--- config.mk ---
export PLATFORM = sky130hd
export DESIGN_NAME = vga_timing_param
export DESIGN_NICKNAME = d
export VERILOG_FILES = /design/src/rtl/vga_timing_param.sv
export SDC_FILE = /design/constraint.sdc
export NUM_CORES = 1
export LEC_CHECK = 0
export ABC_AREA = 1
export BUFFER_PORTS_ARGS = -buffer_cell sky130_fd_sc_hd__buf_2
export CAP_MARGIN = 10
export CORE_MARGIN = 2
export CORE_UTILIZATION = 55
export CTS_CLUSTER_DIAMETER = 50
export CTS_CLUSTER_SIZE = 16
export DETAILED_ROUTE_END_ITERATION = 12
export PLACE_DENSITY = 0.85
export SLEW_MARGIN = 40
export SYNTH_ARGS = -nofsm -noshare
export SYNTH_HDL_FRONTEND = slang
export SYNTH_SLANG_ARGS = --single-unit
--- constraint.sdc ---
create_clock -name pclk -period 4.6 [get_ports pclk]
set_input_delay 0.69 -clock pclk [delete_from_list [all_inputs] [get_ports pclk]]
set_output_delay 0.69 -clock pclk [all_outputs]
set_load 0.02 [all_outputs]
--- src/rtl/vga_timing_param.sv ---
// Parametrised VGA/SVGA raster timing generator (default 800x600@60).
// Ports: pclk, rst (sync, active-high), ce -> hcount/vcount, sync, blanking, de, strobes.
module vga_timing_param #(
  parameter int CW       = 11,
  parameter int H_ACTIVE = 800,
  parameter int H_FP     = 40,
  parameter int H_SYNC   = 128,
  parameter int H_BP     = 88,
  parameter int V_ACTIVE = 600,
  parameter int V_FP     = 1,
  parameter int V_SYNC   = 4,
  parameter int V_BP     = 23,
  parameter bit HS_POL   = 1'b1,
  parameter bit VS_POL   = 1'b1
) (
  input  logic          pclk,
  input  logic          rst,
  input  logic          ce,
  output logic [CW-1:0] hcount,
  output logic [CW-1:0] vcount,
  output logic          hsync,
  output logic          vsync,
  output logic          hblnk,
  output logic          vblnk,
  output logic          de,
  output logic          line_start,
  output logic          frame_start
);

  localparam int H_TOTAL = H_ACTIVE + H_FP + H_SYNC + H_BP;
  localparam int V_TOTAL = V_ACTIVE + V_FP + V_SYNC + V_BP;

  // Sync windows use an inclusive last position so a zero back porch
  // with a full 2**CW total never needs an out-of-range constant.
  localparam logic [CW-1:0] H_LAST = CW'(H_TOTAL - 1);
  localparam logic [CW-1:0] V_LAST = CW'(V_TOTAL - 1);
  localparam logic [CW-1:0] H_ACT  = CW'(H_ACTIVE);
  localparam logic [CW-1:0] V_ACT  = CW'(V_ACTIVE);
  localparam logic [CW-1:0] HS_BEG = CW'(H_ACTIVE + H_FP);
  localparam logic [CW-1:0] HS_END = CW'(H_ACTIVE + H_FP + H_SYNC - 1);
  localparam logic [CW-1:0] VS_BEG = CW'(V_ACTIVE + V_FP);
  localparam logic [CW-1:0] VS_END = CW'(V_ACTIVE + V_FP + V_SYNC - 1);

  if (H_TOTAL > 2**CW || V_TOTAL > 2**CW ||
      H_ACTIVE == 0 || H_SYNC == 0 ||
      V_ACTIVE == 0 || V_SYNC == 0) begin : g_bad_params
    $error("vga_timing_param: invalid timing parameters");
  end

  logic [CW-1:0] h_q, h_d;
  logic [CW-1:0] v_q, v_d;
  logic hs_q, hs_d;
  logic vs_q, vs_d;
  logic hb_q, hb_d;
  logic vb_q, vb_d;
  logic de_q, de_d;
  logic ls_q, ls_d;
  logic fs_q, fs_d;

  // Flags are decoded from the next counts so that, once registered,
  // they line up with the hcount/vcount they describe.
  always_comb begin
    h_d  = h_q;
    v_d  = v_q;
    ls_d = 1'b0;
    fs_d = 1'b0;
    if (ce) begin
      if (h_q == H_LAST) begin
        h_d  = '0;
        ls_d = 1'b1;
        if (v_q == V_LAST) begin
          v_d  = '0;
          fs_d = 1'b1;
        end else begin
          v_d = v_q + 1'b1;
        end
      end else begin
        h_d = h_q + 1'b1;
      end
    end
    hb_d = (h_d >= H_ACT);
    vb_d = (v_d >= V_ACT);
    de_d = !hb_d && !vb_d;
    hs_d = (h_d >= HS_BEG && h_d <= HS_END) ? HS_POL : !HS_POL;
    vs_d = (v_d >= VS_BEG && v_d <= VS_END) ? VS_POL : !VS_POL;
  end

  always_ff @(posedge pclk) begin
    if (rst) begin
      h_q  <= '0;
      v_q  <= '0;
      hs_q <= !HS_POL;
      vs_q <= !VS_POL;
      hb_q <= 1'b0;
      vb_q <= 1'b0;
      de_q <= 1'b1;
      ls_q <= 1'b0;
      fs_q <= 1'b0;
    end else begin
      h_q  <= h_d;
      v_q  <= v_d;
      hs_q <= hs_d;
      vs_q <= vs_d;
      hb_q <= hb_d;
      vb_q <= vb_d;
      de_q <= de_d;
      ls_q <= ls_d;
      fs_q <= fs_d;
    end
  end

  assign hcount      = h_q;
  assign vcount      = v_q;
  assign hsync       = hs_q;
  assign vsync       = vs_q;
  assign hblnk       = hb_q;
  assign vblnk       = vb_q;
  assign de          = de_q;
  assign line_start  = ls_q;
  assign frame_start = fs_q;

endmodule

==> results of run 1 <==
## power by group
part           internal, mW  leakage, nW  switching, mW
sequential            0.253        0.234        0.00200
combinational       0.00459        0.672         0.0121
clock                0.0581       0.0320         0.0915
total                 0.315        0.938          0.106
## cell type report
class | count | area [sq um] | share of cell area [%]
Multi-Input combinational cell | 168 | 884.6 | 48.03
Clock inverter | 2 | 10.01 | 0.5435
Timing Repair Buffer | 31 | 155.1 | 8.424
Tap cell | 31 | 38.79 | 2.106
Inverter | 35 | 131.4 | 7.133
Sequential cell | 29 | 580.6 | 31.52
Clock buffer | 6 | 41.29 | 2.242
## worst min-delay path: cells and delay by family (launching register included)
kind | cells | cell delay [ps]
and+or+nand+nor | 2 | 160
DFF | 1 | 350
## kinds of logic after synthesis
kind of cell    Yosys count  synth area share [%]
compound gates            9                 3.424
flops                    29                 36.11
simple gates            149                 45.68
fa+ha+maj                 2                 1.556
buf+inv                  38                 8.871
xor+xnor                  8                 4.358
## final timing paths
path	endpoint	slack [ps]	depth (start not counted)
worst max-delay path	de$_SDFF_PP1_	2680	15
worst min-delay path	hcount[1]$_SDFF_PP0_	540	2
worst max register to register	de$_SDFF_PP1_	2680	15
worst min register to register	hcount[1]$_SDFF_PP0_	540	2
## routing by layer
metal	routed length [um]	track usage (%)
met3	194	4.018
met2	1534	34.58
met1	1682	31.15
met5	0	0
met4	72	10.96
## cell usage in the layout (no fill, tap or decap), drive strengths merged
| cell | count |
|---|---|
| nand2 | 67 |
| nor2 | 52 |
| inv | 35 |
| buf | 31 |
| dfxtp | 29 |
| nand3 | 16 |
| xor2 | 8 |
| nand4 | 6 |
| clkbuf | 6 |
| o21ai | 6 |
| nor3 | 5 |
| nor3b | 2 |
| ha | 2 |
| clkinv | 2 |
| a31o | 1 |
| a21oi | 1 |
| o21bai | 1 |
| nand3b | 1 |
## cell usage after synthesis (all sizes together)
cell    instances
nand2          67
nor2           52
inv            35
dfxtp          29
nand3          16
xor2            8
nand4           6
o21ai           6
nor3            5
clkbuf          3
ha              2
nor3b           2
a21oi           1
a31o            1
nand3b          1
o21bai          1
## metrics by stage
| step | worst slack (ps) | hold slack [ps] | power [mW] |
|---|---|---|---|
| 2_1_floorplan | 2804 | 581.3 | 0.2716 |
| 3_3_place_gp | 2459 | 509.0 | 0.2760 |
| 3_5_place_dp | 2428 | 524.0 | 0.2767 |
| 4_1_cts | 2706 | 545.7 | 0.4216 |
| 5_1_grt | 2481 | 552.6 | 0.4337 |
| 6_report | 2678 | 544.7 | 0.4209 |
## registers in the layout, indices dropped and copies added, names as in the netlist
register     cells
de               1
frame_start      1
hblnk            1
hcount          11
hsync            1
line_start       1
vblnk            1
vcount          11
vsync            1
==> key figures, run 1 <==
Worst setup path
  • Path type of the worst setup path: flip-flop to flip-flop
  • Worst setup SP type: flip-flop
  • Req. time, crit path: 4880 ps
  • Worst Path Buf+Inv: 1
  • Critical-path cell with the highest stage delay: sky130_fd_sc_hd__dfxtp_1
  • Cells traversed along the worst timing path: ha_1 > nand2_1 > nor2_1 > nand3_1 > nand2_1 > nand2_2 > nand2_2 > inv_2 > nand2_2 > nand2_1 > nand2_1 > nand2_1 > nand2_1 > nand2_2 > nor2_2
  • CP peak stage delay: 400 ps
  • Most frequent cell on the critical path: sky130_fd_sc_hd__nand2_1
  • CP Capture Type: flip-flop
  • Largest fanout of any net on the critical path: 6
  • Reg-to-reg critical path startpoint: vcount[0]$_SDFF_PP0_
  • Launch point of the worst path: vcount[0]$_SDFF_PP0_
  • Cell class contributing the biggest share of worst-path delay: simple AND/OR/NAND/NOR gates
  • Data arrival time at the worst-slack endpoint: 2200 ps

STA
  • Max Transition Viols Final: 0
  • Total of endpoints with negative setup slack in the final report: 0
  • Worst Clk Skew: 8.453 ps
  • Setup total negative slack: 0 ps
  • Maximum clock frequency: 0.5202 GHz
  • Clock period minus final worst setup slack: 1922 ps
  • Worst slew margin relative to its limit: 72.96%
  • Number of endpoints with negative hold slack in the final report: 0
  • Worst-Margin Slew: 405.6 ps
  • Portion of the clock cycle consumed by the worst path in the final layout: 41.79%
  • Setup repair after global routing missed its margin: no

Drt
  • Routed wire length per instance: 11.53 um
  • DRC violation count after routing: 0
  • Number of routed nets with antenna violations: 0
  • Final wirelength: 3483 um
  • First drt pass iteration count: 4
  • Routed vias/inst: 5.046
  • Number of DRC markers in iteration 0: 51
  • Total number of vias: 1524

Pwr
  • Static power due to leakage: 0.9382 nW
  • Total power divided by cell area: 228.5 nW/um^2
  • Maximum vdd ir drop: 0.1892 mV

Cells and area
  • Post-synthesis to final-layout area growth: 14.55%
  • Final Instance Area: 1842 sq um
  • Layout cells sized above 1: 30.26%
  • Post-route insts no fill: 302
  • Number of antenna diodes: 0
  • Fill cell instance count of the final layout: 247
  • Core utilization of the finished layout: 66.79%
  • Nets@finish: 275

Placement
  • Area after detailed placement: 1790 sq um
  • Port bufs: 31
  • DP Wirelength: 2688 um
  • Final weighted congestion in routability-driven placement: 0.9240
  • Number of placed cells counting well taps: 294

Flow run
  • Max-capacitance violation count: 0

Yosys
  • Syn_nets: 240
  • Area of the mapped netlist: 1608 sq um
  • Synth Warn #: 0
  • Sequential-to-total area share from yosys stat: 36.11%
  • Post-synthesis cell count: 235
  • Distinct cell type count after synthesis: 26
  • Area share of the leading cell type in the synthesized netlist: 36.11%
  • Cell type with the highest aggregate area in the netlist: sky130_fd_sc_hd__dfxtp_1
  • Dominant cells by area after synthesis: sky130_fd_sc_hd__dfxtp_1 36%, sky130_fd_sc_hd__nand2_1 14%, sky130_fd_sc_hd__nor2_1 8.4%, sky130_fd_sc_hd__nor2_2 5.4%, sky130_fd_sc_hd__inv_1 5.4%
  • Synth Area per Inst: 6.842 sq um
  • Flops & latches, synth: 29

Die
  • Area of the core: 2758 sq um
  • Vertical die dimension: 58.07 um
  • Initial Util: 58.30%
  • Row cnt: 19
  • Die extent in x: 58.07 um
  • Floorplan die area: 3372 sq um
  • I/O pin total: 32

Clock network
  • Clock-pin slew of the registers on the worst-case setup and hold paths: 90 ps
  • CTS Buffer Depth: 2
  • TritonCTS clock tree: yes
  • Worst-skew pair later-pin latency: 330 ps
  • TritonCTS sink count: 29
  • Total clock buffers created by CTS: 5
  • Clk Tree Root Cell: sky130_fd_sc_hd__clkbuf_4
  • Buffers inserted during post-CTS setup optimization: 0
  • Count of hold-fix buffers inserted at cts: 0
  • Post-cts gate resize count: 0
  • CTS H-tree depth: 2

Global routing
  • Vias in the first global route: 1321
  • Global routing usage summed across all routing layers: 22.71%
  • Antenna violations before repair: 0
  • Gr ovfl total: 0
  • Wire length of the first global-routing pass: 5796 um
  • Pin count of the biggest net entering global routing: 20

Hold path
  • Worst min path class: flip-flop to flip-flop
  • Start point of the worst hold path: hcount[1]$_SDFF_PP0_

Outcome
  • Outcome: finished, final reports clean
Note: power is estimated with default switching activity, not from simulation.
==> run 2: changes to the inputs <==
--- a/config.mk
+++ b/config.mk
@@ -9,11 +9,11 @@
 export BUFFER_PORTS_ARGS = -buffer_cell sky130_fd_sc_hd__buf_2
 export CAP_MARGIN = 10
 export CORE_MARGIN = 2
-export CORE_UTILIZATION = 55
+export CORE_UTILIZATION = 54
 export CTS_CLUSTER_DIAMETER = 50
 export CTS_CLUSTER_SIZE = 16
 export DETAILED_ROUTE_END_ITERATION = 12
-export PLACE_DENSITY = 0.85
+export PLACE_DENSITY = 0.83
 export SLEW_MARGIN = 40
 export SYNTH_ARGS = -nofsm -noshare
 export SYNTH_HDL_FRONTEND = slang
==> constraint.sdc (replaced) <==
create_clock -name pclk -period 1.91 [get_ports pclk]
set_input_delay 0.2865 -clock pclk [delete_from_list [all_inputs] [get_ports pclk]]
set_output_delay 0.2865 -clock pclk [all_outputs]
set_load 0.02 [all_outputs]
==> key figures, run 2 (synthesis gave the netlist of run 1 again) <==
STA
  • Max Transition Viols Final: 0
  • Worst Clk Skew: 6.297 ps
  • Portion of the clock cycle consumed by the worst path in the final layout: 93.13%
  • Clock period minus final worst setup slack: 1779 ps
  • Total of endpoints with negative setup slack in the final report: 0
  • Maximum clock frequency: 0.5622 GHz
  • Number of endpoints with negative hold slack in the final report: 0
  • Setup total negative slack: 0 ps
  • Worst-Margin Slew: 420.6 ps
  • Worst slew margin relative to its limit: 71.96%
  • Post-route worst hold slack: 334.0 ps

Clock network
  • Total clock buffers created by CTS: 5
  • TritonCTS clock tree: yes
  • CTS H-tree depth: 2
  • Worst-skew pair later-pin latency: 340 ps
  • Clock-pin slew of the registers on the worst-case setup and hold paths: 90 ps
  • CTS Buffer Depth: 2
  • Clk Tree Root Cell: sky130_fd_sc_hd__clkbuf_4
  • TritonCTS sink count: 29

Worst setup path
  • Req. time, crit path: 2150 ps
  • CP peak stage delay: 380 ps
  • Cells traversed along the worst timing path: ha_4 > nand3_2 > nor3_4 > nand2_1 > nor3_2 > xor2_1 > buf_4 > nor2_1 > nand2_1 > nor2_2
  • CP Capture Type: flip-flop
  • Path type of the worst setup path: flip-flop to flip-flop
  • R2R cell count: 10
  • Largest fanout of any net on the critical path: 4
  • Most frequent cell on the critical path: sky130_fd_sc_hd__nand2_1
  • Critical-path cell with the highest stage delay: sky130_fd_sc_hd__dfxtp_2
  • Reg-to-reg critical path startpoint: hcount[1]$_SDFF_PP0_
  • Worst setup SP type: flip-flop
  • Worst reg-to-reg setup slack: 130 ps
  • Data arrival time at the worst-slack endpoint: 2020 ps
  • Capture point of the worst reg-to-reg path: hsync$_SDFF_PP0_

Placement
  • Port bufs: 31
  • Final weighted congestion in routability-driven placement: 0.8655
  • DP Wirelength: 2675 um

Drt
  • First drt pass iteration count: 4
  • Routed wire length per instance: 12.24 um
  • Number of routed nets with antenna violations: 0
  • Total number of vias: 1584
  • Final wirelength: 3759 um
  • DRC violation count after routing: 0
  • Number of DRC markers in iteration 0: 64
  • Routed vias/inst: 5.160

Outcome
  • Outcome: finished, final reports clean

Die
  • I/O pin total: 32
  • Initial Util: 57.80%
  • Floorplan die area: 3430 sq um
  • Die extent in x: 58.57 um
  • Row cnt: 19
  • Vertical die dimension: 58.57 um
  • Area of the core: 2781 sq um

Flow run
  • Max-capacitance violation count: 0

Global routing
  • Global routing usage summed across all routing layers: 23.78%
  • Gr ovfl total: 0
  • Wire length of the first global-routing pass: 6120 um
  • Pin count of the biggest net entering global routing: 20
  • Vias in the first global route: 1451
  • Antenna violations before repair: 0

Pwr
  • Maximum vdd ir drop: 0.6257 mV
  • Total power divided by cell area: 554.5 nW/um^2
  • Static power due to leakage: 0.9902 nW

Hold path
  • Hold EP: hcount[0]$_SDFF_PP0_
  • Worst min path class: primary input to flip-flop
  • Worst hold path depth: 3
  • Start point of the worst hold path: ce

Cells and area
  • Post-synthesis to final-layout area growth: 21.63%
  • Layout cells sized above 1: 35.51%
  • Core utilization of the finished layout: 70.31%
  • Commonest non-fill, non-tap cell in the layout: sky130_fd_sc_hd__nand2_1
  • Number of antenna diodes: 0
  • Fill cell instance count of the final layout: 233
  • Most used cells in the layout excluding fill and tap cells: 58 x sky130_fd_sc_hd__nand2_1, 35 x sky130_fd_sc_hd__nor2_1, 31 x sky130_fd_sc_hd__buf_2
  • Nets@finish: 280
-- run 2: cell count changes in the layout (fill, tap and decap cells not counted), sizes merged --
cell    previous run  this run
buf               31        36
clkbuf             6         7
clkinv             2         1
-- run 2: what timing repair did --
| item | in CTS | in global routing |
|---|---|---|
| buffers inserted | 0 | 2 |
| hold buffers | 0 | 0 |
| gates resized for setup | 0 | 15 |
| hold endpoints to repair | 0 | 0 |
| endpoints found under the setup margin | 0 | 5 |
-- run 2: through the flow --
step           total power [mW]  cells  instance area, sq um  setup WS, ps
3_5_place_dp             0.6660    297                  1813         101.4
4_1_cts                   1.079    305                  1883         71.40
2_1_floorplan            0.6542    235                  1608         113.6
6_report                  1.084    307                  1956         131.2
3_3_place_gp             0.6655    297                  1813         109.5
5_1_grt                   1.121    307                  1956        -37.31
-- run 2: area by class of cell --
type	count	area, sq um	area share, %
Timing Repair Buffer	36	192.7	9.853
Inverter	35	131.4	6.718
Sequential cell	29	586.8	30.01
Multi-Input combinational cell	168	935.9	47.86
Clock inverter	1	5.005	0.2559
Tap cell	31	38.79	1.983
Clock buffer	7	65.06	3.327
-- run 2: worst max-delay path: cells and delay by family (launching register included) --
kind | cells | cell delay (ps)
flip-flops | 1 | 380
adder cells (fa/ha/maj) | 1 | 150
XOR/XNOR | 1 | 230
buffers and inverters | 1 | 150
AND/OR/NAND/NOR | 7 | 750
-- run 2: worst max-delay path by stage --
stage,from,end,depth (start not counted)
6_report,hcount[1]$_SDFF_PP0_,hsync$_SDFF_PP0_,10
5_1_grt,hcount[0]$_SDFF_PP0_,de$_SDFF_PP1_,9
4_1_cts,hcount[0]$_SDFF_PP0_,vsync$_SDFF_PP0_,12
3_5_place_dp,hcount[1]$_SDFF_PP0_,vsync$_SDFF_PP0_,12
3_3_place_gp,hcount[0]$_SDFF_PP0_,vsync$_SDFF_PP0_,12
2_1_floorplan,hcount[1]$_SDFF_PP0_,vsync$_SDFF_PP0_,12
-- run 2: layer usage --
| metal | share of wire (%) | GRT usage [%] | vias to the layer above |
|---|---|---|---|
| li1 | - | - | 806 |
| met1 | 45 | 31.04 | 700 |
| met2 | 46 | 35.96 | 68 |
| met3 | 7.7 | 8.352 | 10 |
| met4 | 1.7 | 9.302 | 0 |
| met5 | 0 | 0 | - |
-- run 2: where the power goes --
| part | internal, mW | total (mW) | leakage [nW] | switching [mW] |
|---|---|---|---|---|
| sequential | 0.608 | 0.614 | 0.235 | 0.00602 |
| combinational | 0.0125 | 0.0421 | 0.713 | 0.0296 |
| clock | 0.213 | 0.428 | 0.0413 | 0.215 |
